**config.mk**
```make
export PLATFORM = sky130hd
export DESIGN_NAME = mac_stream_ctrl
export DESIGN_NICKNAME = d
export VERILOG_FILES = /design/src/rtl/mac_stream_ctrl.sv
export SDC_FILE = /design/constraint.sdc
export NUM_CORES = 1
export LEC_CHECK = 0
export CAP_MARGIN = 20
export CELL_PAD_IN_SITES_DETAIL_PLACEMENT = 0
export CELL_PAD_IN_SITES_GLOBAL_PLACEMENT = 1
export CORE_MARGIN = 10
export CORE_UTILIZATION = 35
export DETAILED_ROUTE_END_ITERATION = 10
export PLACE_DENSITY_LB_ADDON = 0.1
export SETUP_SLACK_MARGIN = 0.15
export SLEW_MARGIN = 40
export SYNTH_ARGS = -nofsm -noshare
export SYNTH_HDL_FRONTEND = slang
export SYNTH_SLANG_ARGS = --single-unit
```
**constraint.sdc**
```tcl
create_clock -name clk -period 2.46 [get_ports clk]
set_clock_uncertainty 0.05 [all_clocks]
set_input_delay 0.615 -clock clk [delete_from_list [all_inputs] [get_ports clk]]
set_output_delay 0.615 -clock clk [all_outputs]
set_load 0.01 [all_outputs]
```
**src/rtl/mac_stream_ctrl.sv**
```systemverilog
// mac_stream_ctrl
// Initiator-side sequencer for a two-stage pipelined multiply-accumulate unit.
// Accepts a dot-product job (start + length), clears the MAC, streams operand
// pairs into it, waits out the MAC pipeline and returns the accumulated sum on
// a valid/ready result port.
//
// Ports:
//   clk, rst_n                 clock, asynchronous active-low reset
//   i_start, i_len             job request and pair count (sampled in idle only)
//   o_busy                     high whenever a job is in flight
//   i_op_valid, o_op_ready     operand stream handshake
//   i_op_a, i_op_b             unsigned operand pair
//   o_mac_en, o_mac_clr        MAC controls (never high together)
//   o_mac_a, o_mac_b           MAC operands, held while o_mac_en is low
//   i_mac_cout                 MAC accumulator value
//   o_res_valid, i_res_ready   result handshake
//   o_res_data                 captured dot product, held until next capture
module mac_stream_ctrl #(
  parameter int unsigned DATA_WIDTH = 8,
  parameter int unsigned MAX_LEN    = 256,
  parameter int unsigned MAC_LAT    = 2,
  parameter int unsigned LEN_W      = $clog2(MAX_LEN + 1)
) (
  input  logic                    clk,
  input  logic                    rst_n,
  input  logic                    i_start,
  input  logic [LEN_W-1:0]        i_len,
  output logic                    o_busy,
  input  logic                    i_op_valid,
  output logic                    o_op_ready,
  input  logic [DATA_WIDTH-1:0]   i_op_a,
  input  logic [DATA_WIDTH-1:0]   i_op_b,
  output logic                    o_mac_en,
  output logic                    o_mac_clr,
  output logic [DATA_WIDTH-1:0]   o_mac_a,
  output logic [DATA_WIDTH-1:0]   o_mac_b,
  input  logic [3*DATA_WIDTH-1:0] i_mac_cout,
  output logic                    o_res_valid,
  input  logic                    i_res_ready,
  output logic [3*DATA_WIDTH-1:0] o_res_data
);

  // Drain lasts MAC_LAT+1 cycles: the cycle carrying the last mac_en plus the
  // MAC pipeline latency until mac_cout reflects that product.
  localparam int unsigned DRAIN_W = $clog2(MAC_LAT + 1) + 1;
  localparam logic [DRAIN_W-1:0] DRAIN_LAST = DRAIN_W'(MAC_LAT);

  typedef enum logic [2:0] {
    StIdle,
    StClear,
    StStream,
    StDrain,
    StResult
  } state_e;

  state_e                    r_state;
  state_e                    w_state_next;
  logic [LEN_W-1:0]          r_len;
  logic [LEN_W-1:0]          r_cnt;
  logic [LEN_W-1:0]          w_cnt_inc;
  logic [DRAIN_W-1:0]        r_drain_cnt;
  logic                      r_mac_en;
  logic [DATA_WIDTH-1:0]     r_mac_a;
  logic [DATA_WIDTH-1:0]     r_mac_b;
  logic [3*DATA_WIDTH-1:0]   r_res_data;
  logic                      w_beat;
  logic                      w_capture;

  assign w_cnt_inc = r_cnt + LEN_W'(1);

  always_ff @(posedge clk or negedge rst_n) begin
    if (!rst_n) begin
      r_state <= StIdle;
    end else begin
      r_state <= w_state_next;
    end
  end

  always_comb begin
    w_state_next = r_state;
    w_beat       = 1'b0;
    w_capture    = 1'b0;
    o_busy       = 1'b1;
    o_op_ready   = 1'b0;
    o_mac_clr    = 1'b0;
    o_res_valid  = 1'b0;
    unique case (r_state)
      StIdle: begin
        o_busy = 1'b0;
        if (i_start) w_state_next = StClear;
      end
      StClear: begin
        o_mac_clr    = 1'b1;
        w_state_next = (r_len == '0) ? StDrain : StStream;
      end
      StStream: begin
        o_op_ready = 1'b1;
        w_beat     = i_op_valid;
        if (w_beat && (w_cnt_inc == r_len)) w_state_next = StDrain;
      end
      StDrain: begin
        if (r_drain_cnt == DRAIN_LAST) begin
          w_capture    = 1'b1;
          w_state_next = StResult;
        end
      end
      StResult: begin
        o_res_valid = 1'b1;
        if (i_res_ready) w_state_next = StIdle;
      end
      default: w_state_next = StIdle;
    endcase
  end

  always_ff @(posedge clk or negedge rst_n) begin
    if (!rst_n) begin
      r_len       <= '0;
      r_cnt       <= '0;
      r_drain_cnt <= '0;
      r_mac_en    <= 1'b0;
      r_mac_a     <= '0;
      r_mac_b     <= '0;
      r_res_data  <= '0;
    end else begin
      // mac_en follows a beat by exactly one cycle, alongside its operands.
      r_mac_en <= w_beat;
      if (w_beat) begin
        r_mac_a <= i_op_a;
        r_mac_b <= i_op_b;
      end

      if ((r_state == StIdle) && i_start) begin
        r_len <= i_len;
        r_cnt <= '0;
      end else if (w_beat) begin
        r_cnt <= w_cnt_inc;
      end

      if (r_state == StDrain) begin
        r_drain_cnt <= r_drain_cnt + DRAIN_W'(1);
      end else begin
        r_drain_cnt <= '0;
      end

      if (w_capture) r_res_data <= i_mac_cout;
    end
  end

  assign o_mac_en   = r_mac_en;
  assign o_mac_a    = r_mac_a;
  assign o_mac_b    = r_mac_b;
  assign o_res_data = r_res_data;

endmodule

```
**Word-level counts from Yosys, hierarchy flattened**

Index checks and enable logic that the tools add are counted.

- Register bits after elaboration: 65
- Output and inout port bits: 45
- Logic and storage cells: 42

- Add/sub/neg operators: 2
- Equal/unequal tests: 10
- Multiplexer cells: 16
- Reduce and logical (&&, ||, !) cells: 6

Operators by type and width:

| kind | number |
|---|---|
| $mux W9 | 2 |
| $mux W3 | 5 |
| $pmux W3 S5 | 1 |
| $add A9 B1 Y9 const B | 1 |
| $eq A3 B2 Y1 const B | 3 |
| $eq A9 B9 Y1 | 1 |
| $logic_not A9 Y1 | 1 |
| $mux W1 | 8 |
| $ne A2 B2 Y1 const B | 4 |
| $reduce_and A4 Y1 | 1 |
| $add A3 B1 Y3 const B | 1 |
| $eq A3 B1 Y1 const B | 1 |
| $eq A3 B3 Y1 const B | 1 |
| $logic_not A3 Y1 | 1 |
| $logic_and A1 B1 Y1 | 2 |
| $reduce_bool A2 Y1 | 1 |

**Logic depth before layout (Yosys ltp)**

Gate-level depths: netlist (run 1).

- Depth after elaboration: 5
- Mapped depth: 7
- Mapped depth without buffers: 7

**Least setup slack after synthesis (run 1)**

No wires, ideal clock.

- Path type: register -> register
- Start: register r_cnt[0]
- End: register r_state[0]
- Arrival: 1.650 ns
- Setup slack: 0.668 ns
- Stages on the path, launching flop included: 7
- Buffers on the path: 0
- Clock period less this slack: 1.792 ns
- Path through: dfrtp_1 ha_1 nand2b_1 or2_2 a311oi_1 o2111ai_1 o31ai_2

- Longest elaborated chain between the ends: 5

Ends and longest elaborated chain:

| item | RTL line | source |
|---|---|---|
| start: declaration | 59 | `logic [LEN_W-1:0] r_cnt;` |
| start signal: assignment | 136 | `r_cnt <= w_cnt_inc;` |
| $add A9 B1 Y9 | 69 | `assign w_cnt_inc = r_cnt + LEN_W'(1);` |
| $eq A9 B9 Y1 | 99 | `if (w_beat && (w_cnt_inc == r_len)) w_state_next = StDrain;` |
| $logic_and A1 B1 Y1 | 99 |  |
| $ne A2 B2 Y1 (no line) | - |  |
| $reduce_and A4 Y1 (no line) | - |  |
| end signal: assignment | 73 | `r_state <= StIdle;` |
| end signal: assignment | 75 | `r_state <= w_state_next;` |
| end: declaration | 56 | `state_e r_state;` |

No other way between the ends.
A chain may end at the register's enable or synchronous reset.

**Worst setup path in the final report (run 1)**

- Start: register r_state[1]
- End: output o_res_valid

- Longest elaborated chain between the ends: 2

Ends and longest elaborated chain:

| item | RTL line | source |
|---|---|---|
| $eq A3 B3 Y1 | 87 | `unique case (r_state)` |
| $mux W1 | 87 |  |
| end: declaration | 38 | `output logic o_res_valid,` |

No other way between the ends.

==> impl_results.md, run 1 <==
- Int Pwr: 3.23 mW
- CP Class: reg -> out
- Average footprint of a synthesized cell: 11.2 sq um
- H-tree depth: 3
- Sw Share: between 30% and 40%
- Ys flop type: dfrtp_1
- Worst-skew pair later-pin latency: 0.33 ns
- Total CTS buffers: 9
- Worst path bufs/invs: 2
- Core box area: 0.00822 sq mm
- Drt initial violations: approximately 120
- Row cnt: 33
- Hold-fix buffers at CTS: 0
- Setup TNS: 0 ns
- Chip Height: 112 um
- Final Net Count: 427
- DRC Markers: 0
- Psw: between 1.5 and 2 mW
- Crit-path cells: nor2_4, nand2_1, inv_1, clkdlybuf4s50_1
- Flop pwr share: 37.8%
- DIE AREA: roughly 0.012 sq mm
- Max Fclk: 0.444 GHz
- Non-filler cells, final: 480
- Max-cap violations: 0
- Commonest non-fill, non-tap cells in the layout: 94 x clkdlybuf4s50_1, 62 x dfrtp_1, 57 x nand2_1
- Worst Tran Pin Value: 0.355 ns
- Crit path max-delay family: buffers and inverters
- Hold WC Path Type: in -> async
- Placed cells: 461
- Syn Inst Count: 262
- Arrival @ worst endpoint: 1.59 ns
- CTS tree: done
- Syn_nets: around 320
- DRT Pass-1 Iters: 4
- Placed Area: 0.00405 sq mm
- Most common cell after layout, fill and taps aside: clkdlybuf4s50_1
- Vias: 2270
- Share of cells above drive strength 1: 20.3%
- Comb pwr share: 43.6%
- Clock power frac: 18.6%
- Distinct cells, synth: 44
- Critical Path RT: between 1.5 and 2 ns
- Max-Slew Margin vs Limit: between 70% and 80%
- Worst vdd ir: just under 0.0005 V
- RSZ-0062 raised after global routing: true
- Initial antenna violation count: 0
- DRT antenna net count: 0
- Starting Density: a little over a third
- IO Port Bufs: 98
- Design Power: 4.92 mW
- Antenna Cells: 0
- Worst setup SP type: flip-flop
- Largest net degree at the start of global routing: 66
- Cell Area, Synth: 0.00295 sq mm
- Pleak: 1.89 nW
- Final Cycle Share: 91.5%
- Met1 usage: 16.0%
- Flop2flop setup slack: 0.43 ns
- Final setup viols: 0
- Fillers: 758
- Total wire length: 7450 um
- Slew Limit Fails: 0
- Register area: 0.00163 sq mm
- First-pass GRT wire length: 12800 um
- Vias in the first global route: 2437
- Slowest cell delay on critical path: 0.53 ns
- Met3 usage: roughly 4.5%
- Syn-to-layout area delta: 45.6%
- Multi-input logic area: 0.00126 sq mm
- CTS sink cnt: 65
- Max stage delay cell, worst path: clkdlybuf4s50_1
- Fin crit period: 2.25 ns
- # IOs: 99
- CP Capture Type: primary output
- Via-per-instance ratio: 4.73
- Reg2reg end: r_state[0]
- WL per Instance: 15.5 um
- Final GP Congestion: 0.791
- Post-DP HPWL: 5460 um
- Met2 usage: between 10% and 20%
- Max Buffers Root-to-Sink: 2
- Reg clk slew, reported paths: 0.07 ns
- GRT Resource Usage Total: 12.2%
- Yosys reg bits: 65
- PD cells: 1150 mW/mm^2
- Ys async rst share: 100%
- Worst reg2reg path startpoint: r_cnt[0]
- DIE WIDTH: 112 um
- Clk root buf: clkbuf_8
- Status: completed
- Fin. Hold Viols: 0
- Most Used Layer, Global Route: met2
- Critical-path maximum fanout: 6
- Ys Warns: 0
- Seq/Total Area, Yosys: 55.2%
- Grt ovf: 0
- R2r worst-path depth: 6
- Final core occ: 52.2%
- Final instance area: 0.00429 sq mm
- EDFF count, synth: 0
-- worst register-to-register path, stage by stage, from the launching register on --
cell	delay (ns)
dfrtp_1	0.49
ha_1	0.36
nand4_1	0.26
xnor2_1	0.21
nand2_1	0.06
mux2_2	0.28
o31ai_2	0.22
-- layout make-up --
class,instances,share of cell area [%]
Tap cell,105,3.06
Sequential cell,65,38.0
Clock buffer,9,2.89
Multi-Input combinational cell,184,29.4
Timing Repair Buffer,106,24.5
Clock inverter,7,1.81
Inverter,4,0.350
-- synthesized netlist by cell type (all sizes together), types with 4 or more instances --
cell type  number  area [sq um]
nor3            4          20.0
inv             4          15.0
o21ai          12          60.1
xnor2           8          70.1
a21oi           4          20.0
mux2           34           383
buf             7          42.5
nand2b          5          31.3
xor2            4          35.0
nand2          59           226
nand3           6          42.5
nor2           16          78.8
dfrtp          65          1630
-- cells by family after synthesis --
logic type | after synthesis | synth area share (%)
compound gates | 30 | 6.97
xor+xnor | 12 | 3.57
fa+ha+maj | 3 | 1.27
buf+inv | 13 | 2.21
flops | 65 | 55.2
mux | 34 | 13.0
simple gates | 105 | 17.8
-- registers in the layout (all words and copies together) (netlist names) --
signal       count
o_res_data      24
r_cnt            9
r_len            9
o_mac_a          8
o_mac_b          8
r_drain_cnt      3
r_state          3
o_mac_en         1
-- repair_timing --
| action | 4_1_cts | 5_1_grt |
|---|---|---|
| buffers inserted | 2 | 1 |
| pin swaps | 0 | 0 |
| endpoints found under the setup margin | 4 | 2 |
| resized for setup | 6 | 2 |
-- per-stage QoR --
step / hold WS [ns] / worst slack (ns)
6_report: 0.235 / 0.209
5_1_grt: 0.257 / 0.103
4_1_cts: 0.243 / 0.151
3_5_place_dp: 0.411 / 0.364
3_3_place_gp: 0.399 / 0.380
2_1_floorplan: 0.269 / 0.668
-- worst max path at each step --
stage	start	to	cells past startpoint
CTS	r_state[0]	o_res_valid	4
finish	r_state[1]	o_res_valid	4
global placement	r_state[2]	o_busy	2
floorplan	r_cnt[0]	r_state[0]	6
detailed placement	i_start	r_cnt[2]	7
global route	r_state[1]	o_res_valid	4
-- power by group through the flow --
| stage | combinational [mW] | sequential [mW] | clock (mW) |
|---|---|---|---|
| floorplan | 0.979 | 1.96 | 0 |
| global placement | 2.14 | 1.87 | 0 |
| detailed placement | 2.16 | 1.88 | 0 |
| CTS | 2.18 | 1.87 | 0.961 |
| global route | 2.36 | 1.93 | 1.00 |
| finish | 2.14 | 1.86 | 0.915 |
-- per-layer routing --
layer,up-vias,part of all wire (%)
met1,1078,46
met3,5,6.4
li1,1109,-
met5,-,0
met2,78,47
met4,0,0.68
(Power assumes the default switching activity.)
==> inputs of run 2 (changes only) <==
CAP_MARGIN = 10   (was 20)
==> results of run 2 <==
No change in the layout: final DEF, timing and power equal those of run 1.
==> inputs of run 3 (changes only) <==
REMOVE_ABC_BUFFERS = 1   (was not set)
==> run 3 against run 2 <==
Compared with the run above:
- critical path depth shrank 2
- flip-flop and latch count unchanged
- non-clock buffer count down 1
- routed wire length increased by 7.0%
- clock-buffer cell count grew 1
- combinational power hardly changed
- critical endpoint is now o_busy
- largest cell class unchanged
==> impl_results.md, run 3 (synthesized netlist as in run 1, its figures left out) <==
- DRT Pass-1 Iters: 4 (unchanged)
- Initial antenna violation count: 0 (unchanged)
- Max-Slew Margin vs Limit: 72.8% (-3.3 points)
- Antenna Cells: 0 (unchanged)
- Commonest non-fill, non-tap cells in the layout: 93 x clkdlybuf4s50_1, 62 x dfrtp_1, 57 x nand2_1
- WL per Instance: 16.6 um (+7.2%)
- Clock power frac: 19.6% (+1.0 points)
- Max Buffers Root-to-Sink: 2 (unchanged)
- Crit path max-delay family: flip-flops
- Arrival @ worst endpoint: 1.55 ns (-0.04 ns)
- Psw: 1.70 mW (+0.32%)
- Post-DP HPWL: 5750 um (+5.3%)
- CTS sink cnt: 65 (unchanged)
- Clk root buf: clkbuf_8
- Slowest cell delay on critical path: 0.47 ns (-0.06 ns)
- Final Cycle Share: 90.0% (-1.5 points)
- PD cells: 1170 mW/mm^2 (+1.7%)
- Post-CTS Setup Repair Bufs: 0 (-2)
- Max stage delay cell, worst path: dfrtp_2
- Worst-skew pair later-pin latency: 0.33 ns (about the same)
- Starting Density: 35.8% (unchanged)
- Max-cap violations: 0 (unchanged)
- IO Port Bufs: 98 (unchanged)
- Grt ovf: 0 (unchanged)
- Worst setup SP type: flip-flop
- Pleak: 1.90 nW (+0.33%)
- Worst Tran Pin Value: 0.407 ns (+0.0524 ns)
- Final core occ: 52.1% (-0.061 points)
- Final Net Count: 426 (-0.23%)
- # IOs: 99 (unchanged)
- Drt initial violations: 48 (-59%)
- DIE AREA: 0.0125 sq mm (unchanged)
- Vias: 2295 (+1.1%)
- Max Fclk: 0.452 GHz (+1.7%)
- Hold_ws: 0.236 ns (+0.000935 ns)
- Total wire length: 7970 um (+7.0%)
- Syn-to-layout area delta: 45.4%
- CP Class: reg -> out
- Hold WC Path Type: in -> async
- Reg2reg end: r_state[0]
- Int Pwr: 3.30 mW (+2.3%)
- Slew Limit Fails: 0 (unchanged)
- Flop pwr share: 37.6% (-0.2 points)
- H-tree depth: 3 (unchanged)
- Status: completed
- GRT Resource Usage Total: 12.8% (+0.53 points)
- Via-per-instance ratio: 4.79 (+1.3%)
- Fin crit period: 2.21 ns (-0.0378 ns)
- Critical Path RT: 1.79 ns (about the same)
- Worst reg2reg path startpoint: r_cnt[0]
- Total CTS buffers: 9 (unchanged)
- Vias in the first global route: 2447 (+0.41%)
- Critical-path maximum fanout: 9 (+3)
- DIE WIDTH: 112 um (unchanged)
- Worst path bufs/invs: 1 (-1)
- Final setup viols: 0 (unchanged)
- Share of cells above drive strength 1: 19.8% (-0.48 points)
- Chip Height: 112 um (unchanged)
- Crit-path cells: or3_4, dlygate4sd2_1
- R2r worst-path depth: 6 (unchanged)
- CP Capture Type: primary output
- Crit path from: r_state[2]
- Largest net degree at the start of global routing: 66 (unchanged)
- Most common cell after layout, fill and taps aside: clkdlybuf4s50_1
- Core box area: 0.00822 sq mm (unchanged)
- Sw Share: 33.9% (-0.43 points)
- Row cnt: 33 (unchanged)
- Setup TNS: 0 ns (unchanged)
- Comb pwr share: 42.8% (-0.8 points)
- Final GP Congestion: 0.772 (-2.4%)
- Max FFs per register: 24 (unchanged)
- DRT antenna net count: 0 (unchanged)
- First-pass GRT wire length: 13000 um (+1.7%)
- DRC Markers: 0 (unchanged)
- RSZ-0062 raised after global routing: false
- Flop2flop setup slack: 0.48 ns (+0.05 ns)
- Worst vdd ir: 0.000522 V (+6.7%)
- CTS tree: done
- Reg clk slew, reported paths: 0.07 ns (about the same)
- Fin. Hold Viols: 0 (unchanged)
run 3: timing repair:
item | 4_1_cts | 5_1_grt
hold endpoints to repair | 0 | 0
endpoints found under the setup margin | 3 | 1
hold buffers | 0 | 0
gates resized for setup | 7 | 1
run 3: per-stage QoR:
step,cell area (sq um),setup WS (ns),total power [mW],cells
floorplan,2900,0.382,2.90,253
global placement,4070,0.378,4.04,463
detailed placement,4070,0.362,4.07,463
CTS,4280,0.185,5.07,479
global route,4280,0.188,5.34,479
finish,4280,0.246,5.00,479
run 3: worst reg2reg max path, stage by stage, from the launching register on:
cell	delay, ns
dfrtp_1	0.47
ha_1	0.34
nand2b_1	0.10
or2_2	0.28
a311oi_1	0.27
o2111ai_1	0.18
o31ai_2	0.20
run 3: final cells by class:
| cell class | instances | area (sq um) |
|---|---|---|
| Fill cell | 775 | 3930 |
| Sequential cell | 65 | 1630 |
| Multi-Input combinational cell | 184 | 1260 |
| Timing Repair Buffer | 105 | 1040 |
| Tap cell | 105 | 131 |
| Clock buffer | 10 | 128 |
| Clock inverter | 6 | 82.6 |
| Inverter | 4 | 15.0 |
run 3: power by group through the flow:
| stage | sequential [mW] | combinational, mW | clock, mW |
|---|---|---|---|
| after floorplan | 1.98 | 0.924 | 0 |
| after global placement | 1.86 | 2.18 | 0 |
| after detailed placement | 1.88 | 2.19 | 0 |
| after CTS | 1.88 | 2.18 | 1.01 |
| after global routing | 1.95 | 2.33 | 1.07 |
| final | 1.88 | 2.14 | 0.979 |
run 3: how the worst max path moves through the flow:
stage                 to  slack (ns)  cells past startpoint
2_1_floorplan   r_cnt[8]        0.38                      6
3_3_place_gp      o_busy        0.38                      2
3_5_place_dp      o_busy        0.36                      2
4_1_cts        o_mac_clr        0.19                      2
5_1_grt           o_busy        0.19                      2
6_report          o_busy        0.25                      2
run 3: layer usage:
| layer | GRT usage, % | share of wire, % |
|---|---|---|
| met3 | 6.44 | 8.3 |
| met4 | 2.83 | 0.72 |
| met2 | 21.5 | 50 |
| met1 | 14.1 | 41 |
| met5 | 0 | 0 |
